==> config.mk <==
export PLATFORM = sky130hd
export DESIGN_NAME = dm_store_buffer
export DESIGN_NICKNAME = d
export VERILOG_FILES = /design/src/rtl/dm_store_buffer.sv
export SDC_FILE = /design/constraint.sdc
export NUM_CORES = 1
export LEC_CHECK = 0
export ABC_AREA = 1
export CAP_MARGIN = 40
export CELL_PAD_IN_SITES_DETAIL_PLACEMENT = 2
export CELL_PAD_IN_SITES_GLOBAL_PLACEMENT = 2
export CORE_ASPECT_RATIO = 1.75
export CORE_MARGIN = 5
export CORE_UTILIZATION = 30
export DETAILED_ROUTE_END_ITERATION = 10
export PLACE_DENSITY_LB_ADDON = 0.05
export SYNTH_ARGS = -nofsm -noshare
export SYNTH_HDL_FRONTEND = slang
export SYNTH_SLANG_ARGS = --single-unit
==> constraint.sdc <==
create_clock -name clk -period 4.14 [get_ports clk]
set_input_delay 0.828 -clock clk [delete_from_list [all_inputs] [get_ports clk]]
set_output_delay 0.828 -clock clk [all_outputs]
set_load 0.02 [all_outputs]
==> src/rtl/dm_store_buffer.sv <==
// MEM-stage store buffer in front of the data memory: in-order store FIFO, load priority with word-alias stalls.
// Optional store-to-load word forwarding is compiled in with `define SB_FWD_EN.
module dm_store_buffer #(
  parameter int             DEPTH     = 4,
  parameter int             PTR_W     = 2,
  parameter logic [2:0]     LST_WORD  = 3'b010
) (
  input  logic             clk,
  input  logic             Reset_n,
  input  logic             St_valid,
  input  logic [31:0]      St_addr,
  input  logic [31:0]      St_data,
  input  logic [2:0]       St_type,
  output logic             St_ready,
  input  logic             Ld_valid,
  input  logic [31:0]      Ld_addr,
  input  logic [2:0]       Ld_type,
  output logic             Ld_stall,
  output logic             Ld_fwd_hit,
  output logic [31:0]      Ld_fwd_data,
  output logic             DMWr,
  output logic [31:0]      DMAddr,
  output logic [31:0]      DIN,
  output logic [2:0]       L_S_SL,
  output logic [PTR_W:0]   Count
);

  localparam logic [PTR_W:0]   CNT_FULL = (PTR_W+1)'(DEPTH);
  localparam logic [PTR_W:0]   CNT_ONE  = (PTR_W+1)'(1);
  localparam logic [PTR_W-1:0] PTR_ONE  = PTR_W'(1);

  logic [31:0]      addr_q [DEPTH];
  logic [31:0]      data_q [DEPTH];
  logic [2:0]       type_q [DEPTH];
  logic [DEPTH-1:0] valid_q;
  logic [PTR_W-1:0] head_q;
  logic [PTR_W-1:0] tail_q;
  logic [PTR_W:0]   count_q;

  logic [DEPTH-1:0] alias_vec;
  logic             any_alias;
  logic             fwd_hit;
  logic             load_owns;
  logic             enq;
  logic             drain;

  // Ready looks only at the registered count, so a same-cycle drain never makes room.
  assign St_ready = (count_q != CNT_FULL);
  assign enq      = St_valid && St_ready;
  assign Count    = count_q;

  // NOTE: every signal written in an always_comb gets a default first, otherwise a latch is inferred.
  always_comb begin
    alias_vec = '0;
    for (int i = 0; i < DEPTH; i++) begin
      alias_vec[i] = valid_q[i] && (addr_q[i][11:2] == Ld_addr[11:2]);
    end
  end

  assign any_alias = |alias_vec;

`ifdef SB_FWD_EN
  logic [PTR_W-1:0] scan_idx;
  logic             young_is_word;
  logic [31:0]      young_data;

  // Scan from head (oldest) towards tail so the last match is the youngest aliasing store.
  always_comb begin
    scan_idx      = head_q;
    young_is_word = 1'b0;
    young_data    = '0;
    for (int i = 0; i < DEPTH; i++) begin
      scan_idx = head_q + PTR_W'(i);
      if (alias_vec[scan_idx]) begin
        young_is_word = (type_q[scan_idx] == LST_WORD);
        young_data    = data_q[scan_idx];
      end
    end
  end

  assign fwd_hit     = Ld_valid && any_alias && (Ld_type == LST_WORD) && young_is_word;
  assign Ld_fwd_data = fwd_hit ? young_data : '0;
`else
  assign fwd_hit     = 1'b0;
  assign Ld_fwd_data = '0;
`endif

  assign Ld_fwd_hit = fwd_hit;
  assign Ld_stall   = Ld_valid && any_alias && !fwd_hit;

  // A forwarded load does not need DM, so the port is free to drain in that cycle.
  assign load_owns = Ld_valid && !Ld_stall && !fwd_hit;
  assign drain     = !load_owns && (count_q != '0);

  always_comb begin
    DMWr   = 1'b0;
    DMAddr = '0;
    DIN    = '0;
    L_S_SL = '0;
    if (load_owns) begin
      DMAddr = Ld_addr;
      L_S_SL = Ld_type;
    end else if (drain) begin
      DMWr   = 1'b1;
      DMAddr = addr_q[head_q];
      DIN    = data_q[head_q];
      L_S_SL = type_q[head_q];
    end
  end

  // NOTE: sequential state uses non-blocking assignments so every register samples pre-edge values.
  always_ff @(posedge clk or negedge Reset_n) begin
    if (!Reset_n) begin
      valid_q <= '0;
      head_q  <= '0;
      tail_q  <= '0;
      count_q <= '0;
    end else begin
      // Enqueue and drain never target the same slot: that needs full (no enqueue) or empty (no drain).
      if (enq) begin
        valid_q[tail_q] <= 1'b1;
        tail_q          <= tail_q + PTR_ONE;
      end
      if (drain) begin
        valid_q[head_q] <= 1'b0;
        head_q          <= head_q + PTR_ONE;
      end
      case ({enq, drain})
        2'b10:   count_q <= count_q + CNT_ONE;
        2'b01:   count_q <= count_q - CNT_ONE;
        default: count_q <= count_q;
      endcase
    end
  end

  // NOTE: payload storage is not reset; the valid bits and count alone decide what is live.
  always_ff @(posedge clk) begin
    if (enq) begin
      addr_q[tail_q] <= St_addr;
      data_q[tail_q] <= St_data;
      type_q[tail_q] <= St_type;
    end
  end

endmodule

== Word-level counts from Yosys, hierarchy flattened ==
Memory sizes are Yosys's and may differ from the RTL's.
Cells that the tools add are included.
Storage, ports and cells
  bits of input ports: 106
  output and inout bits: 106
  flip-flop bits (word level): 11
  logic and storage cells: 57
  memories: 3
  memory bits (writable): 268
  latch bits: 0
  memory bits (read-only): 0
Operators by class
  add/subtract/negate cells: 4
  divide/modulo/power cells: 0
  shift-type cells: 0
  bitwise logic cells: 3
  equality and inequality tests: 7
  reduce and logical (&&, ||, !) cells: 15
  multipliers: 0
  multiplexer cells: 17
  magnitude comparators: 4
Memories
  addr_q: depth 4, width 32, read ports 5, clocked after memory_dff 0, wr ports 1, RTL line 32  | logic [31:0] addr_q [DEPTH];
  data_q: depth 4, width 32, read ports 1, clocked after memory_dff 0, wr ports 1, RTL line 33  | logic [31:0] data_q [DEPTH];
  type_q: depth 4, width 3, read ports 1, clocked after memory_dff 0, wr ports 1, RTL line 34  | logic [2:0] type_q [DEPTH];
Operators by type and width (number)
  $mux W32: 4
  $eq A10 B10 Y1: 4
  $logic_and A1 B1 Y1: 10
  $mux W4: 2
  $lt A2 B3 Y1 const B: 2
  $mux W1: 6
  $mux W3: 2
  $pmux W3 S2: 1
  $add A2 B1 Y2 const B: 2
  $and A4 B4 Y4: 1
  $demux W1 S2: 2
  $ge A2 B1 Y1 const B: 2
  $not A4 Y4: 1
  $or A4 B4 Y4: 1
  $reduce_or A4 Y1: 1
  $add A3 B1 Y3 const B: 1
  $ne A3 B3 Y1 const B: 1
  $reduce_bool A3 Y1: 1
  $sub A3 B1 Y3 const B: 1
  $eq A2 B1 Y1 const B: 1
  $eq A2 B2 Y1 const B: 1
  $logic_not A1 Y1: 2
  $reduce_bool A2 Y1: 1

== Depth between registers and ports, before layout ==
An unclocked memory read counts as a cell.
  depth in word-level cells: 11
  mapped depth: 20
  depth with buffers taken out: 18

== Worst setup path before layout ==
Ideal clock, no wire load.
  kind: input-to-reg
  start point: in St_valid
  end point: mem addr_q[0][0] (enable)
  buffers on the path: 1
  data arrival time: 3.919 ns
  required time: 3.647 ns
  cell stages on the path: 3
  setup slack: -0.272 ns
  setup time: 0.493 ns
  path through: nand2_1 > clkbuf_1 > nor2_1
Between the ends
  cells in the longest elaborated chain, start to end: 3
RTL lines
  from (decl): RTL line 10  | input logic St_valid,
  $logic_and A1 B1 Y1: RTL line 49  | assign enq = St_valid && St_ready;
  $mux W1: RTL line 138  | if (enq) begin
  $mux W1 (not written as such): RTL line 139  | addr_q[tail_q] <= St_addr;
  to (decl): RTL line 32
No other way between the ends.

== Worst setup path after layout ==
  start point: in Ld_addr[7]
  end point: out DIN[30]
Between the ends
  cells in the longest elaborated chain, start to end: 10
  elaborated cells between the ends (all ways): 16
  classes of those cells: 4 x eq/ne; 2 x mux; 10 x reduce/logical
RTL lines
  from (decl): RTL line 16  | input logic [31:0] Ld_addr,
  $eq A10 B10 Y1: RTL line 56  | alias_vec[i] = valid_q[i] && (addr_q[i][11:2] == Ld_addr[11:2]);
  $logic_and A1 B1 Y1: RTL line 56
  $reduce_or A4 Y1 *: RTL line 60  | assign any_alias = |alias_vec;
  $logic_and A1 B1 Y1 *: RTL line 89  | assign Ld_stall = Ld_valid && any_alias && !fwd_hit;
  $logic_not A1 Y1 *: RTL line 92  | assign load_owns = Ld_valid && !Ld_stall && !fwd_hit;
  $logic_and A1 B1 Y1 *: RTL line 92
  $logic_not A1 Y1: RTL line 93  | assign drain = !load_owns && (count_q != '0);
  $logic_and A1 B1 Y1: RTL line 93
  $mux W32: RTL line 103  | end else if (drain) begin
  $mux W32 *: RTL line 100  | if (load_owns) begin
  to (decl): RTL line 23  | output logic [31:0] DIN,
Mark *: on every way between the ends. The rest lies on a longest branch, timed or not.

==> impl_metrics.ini <==
[yosys]
synth_area_sq_um = 12200
synth-seq-area-share = 0.680
synth_seq_cells = 279
async_reset_ff_frac = 0.0394
yosysWarningCount = 0
synth_top_flop_cell = edfxtp_1
synth_cell_types = 24
synth_top_family_by_area = simple AND/OR/NAND/NOR gates
synthMuxAreaShare = 0
synth_xor_area_frac = 0.0100
synth-simple-area-share = 0.131
synth-edff-count = 268
syn_avg_cell_area_sq_um = 10.9
postSynthCellCount = 1127
synth_compound_area_frac = 0.0966
synthAdderAreaFrac = 0.0108

[die]
ios = 212
die_x_um = 163
initial_core_util = 0.302
core_area_sq_um = 40600
die_area_sq_um = 45100
die_h_um = 277
placementRows = 98

[global_route]
grt_use_total = 0.169
grt_pass1_vias = 10200
grt_max_degree = 64
overflow = 0
grt_pass1_wl_um = 59100
antenna_found_initial = 1

[placed_design]
io_buffers = 178
dp.cells = 1841
dp_hpwl_um = 26100
dp_slack_ps = -196
place_congestion = 0.762

[sta]
fin_ws_ps = 145
worst_pin_slew_ps = 767
fmax_mhz = 250
rsz0062_at_grt = true
fin_crit_sh = 0.965
finalHoldViolations = 0
fin_crit_ps = 4000
drv_slew = 0
max-slew-margin-rel = 0.488
holdWs_ps = 567
clock-skew-final_ps = 12.1
finalSetupViolations = 0

[cells_and_area]
regArea_sq_um = 8330
fin_util = 0.389
syn2layout_area_growth_pct = 28.9
final_cells = 1891
fill_cells = 4346
nNetsFinal = 1436
drive_above_1_share = 0.0873
multiInputGateArea_sq_um = 3200

[power_and_ir_drop]
switchingPower_mw = 4.05
p_leak_nw = 6.12
power_frac_comb = 0.380
pwr-share-seq = 0.373
p_int_mw = 6.66
irDropWorstVdd_v = 0.000375
p_per_area_nw_per_um2 = 679
clockPowerShare = 0.248
sw_frac_of_total = 0.378

[worst_setup_path]
path_class = primary input to primary output
critPathLaunch = Ld_addr[7]
cp_max_fo = 14
required_ps = 3310
arrival_ps = 3170
r2r-start = addr_q[3][7]
regToRegSetupSlack_ps = 1170
cp-start-kind = primary input
worst_setup_path_end_kind = primary output

[cts]
cts.clk_slew.worst_paths_ps = 70
htree_levels = 1
cts_tree = built
clock_latency_ps = 550
cts_max_path_buffers = 3
cts_root_buffer = clkbuf_16
postCtsSetupRepairBufs = 0
clock_sinks = 279
cts_buffers = 27

[detailed_routing]
vias_per_cell = 4.69
drt_wl_total_um = 38500
drt_pass1_iterations = 4
drcViolationCount = 0
drt_iter0_drc = 327
wl_per_cell_um = 20.3
ant_nets = 0
vias = 8865

[status]
status = finished clean

[job]
maxCapViolCount = 0

[min_path]
hp-class = flip-flop to flip-flop
hold_start = Count[0]
kinds of logic after synthesis:
logic type,after synthesis
flip-flops,279
adder cells (fa/ha/maj),10
buffers and inverters,196
other,1
AND/OR/NAND/NOR,405
XOR/XNOR,14
AO/OA/AOI/OAI,222
sequential cells by signal (all words and copies together), names as in the netlist:
register,cells
addr_q,128
type_q,12
head_q,2
Count,3
valid_q,4
data_q,128
tail_q,2
cells in the mapped netlist (2+ instances only):
library cell | instances | area [sq um]
ha_1 | 9 | 113
o22ai_1 | 58 | 363
a21oi_1 | 22 | 110
buf_2 | 10 | 50.1
nor2_1 | 172 | 646
edfxtp_1 | 268 | 8050
nand2_1 | 178 | 668
clkbuf_1 | 42 | 158
o21ai_0 | 142 | 711
xnor2_1 | 9 | 78.8
nand3_1 | 51 | 255
buf_4 | 34 | 255
dfrtp_1 | 11 | 275
xor2_1 | 5 | 43.8
inv_1 | 89 | 334
inv_2 | 13 | 48.8
buf_1 | 6 | 22.5
nand4_1 | 2 | 12.5
what timing repair did:
action	in CTS	in global routing
gates resized for setup	69	30
endpoints found under the setup margin	68	21
pin swaps	0	0
hold buffers	0	0
critical path, stage by stage:
cell	delay, ps
clkdlybuf4s50_1	510
buf_4	150
inv_2	50
a21oi_1	180
nand3_1	110
nor2_1	190
nand3_1	100
nand2_1	100
nor2_2	60
nand2_4	130
nand2_2	100
buf_4	220
nor2_1	110
clkdlybuf4s15_1	310
cell type report:
type | instances | area share
multi-input combinational | 684 | 0.202
inverter | 103 | 0.0246
timing repair buffer | 225 | 0.142
antenna | 1 | 0.000158
tap | 550 | 0.0436
clock inverter | 18 | 0.0158
sequential | 279 | 0.527
clock buffer | 31 | 0.0437
through the flow:
stage                     power [mW]  TNS [ps]  instance area [sq um]
final                           10.7         0                  15800
after global placement          8.38     -9580                  14900
after floorplan                 6.39    -72880                  12400
after detailed placement        8.47     -9560                  14900
after global routing            11.4    -0.918                  15800
after CTS                       11.0         0                  15800
cell usage in the layout, fill, tap and decap left out, types with 11 or more instances in the layout:
cell type / instances
o21ai_0: 142
clkdlybuf4s15_1: 11
buf_4: 29
dlygate4sd2_1: 49
buf_12: 17
a21oi_1: 22
nor2_1: 168
inv_2: 13
clkbuf_16: 27
nand2_1: 176
o22ai_1: 58
inv_1: 88
edfxtp_1: 268
clkdlybuf4s50_1: 109
conb_1: 33
nand3_1: 51
layer usage:
metal  global-route usage  wire length, um  up-vias
met4               0.0405              550        0
met3               0.0221             1250       26
li1                     -                -     4185
met1                0.185            14700     4504
met5                    0                0        -
met2                0.337            21900      150
path summary, 6_finish.rpt:
kind,endpoint,cells after the start
min in group asynchronous,Count[0],1
max,DIN[30],14
min,Count[0],1
max in group asynchronous,head_q[0],1
max reg2reg,Count[2],17
min reg2reg,Count[0],1
power by group through the flow:
stage | Combinational, mW | Sequential (mW) | Clock, mW
floorplan | 2.42 | 3.97 | 0
global placement | 4.34 | 4.04 | 0
detailed placement | 4.40 | 4.07 | 0
CTS | 4.23 | 4.01 | 2.74
global route | 4.54 | 4.05 | 2.84
finish | 4.07 | 3.99 | 2.65
(Power assumes the default switching activity.)
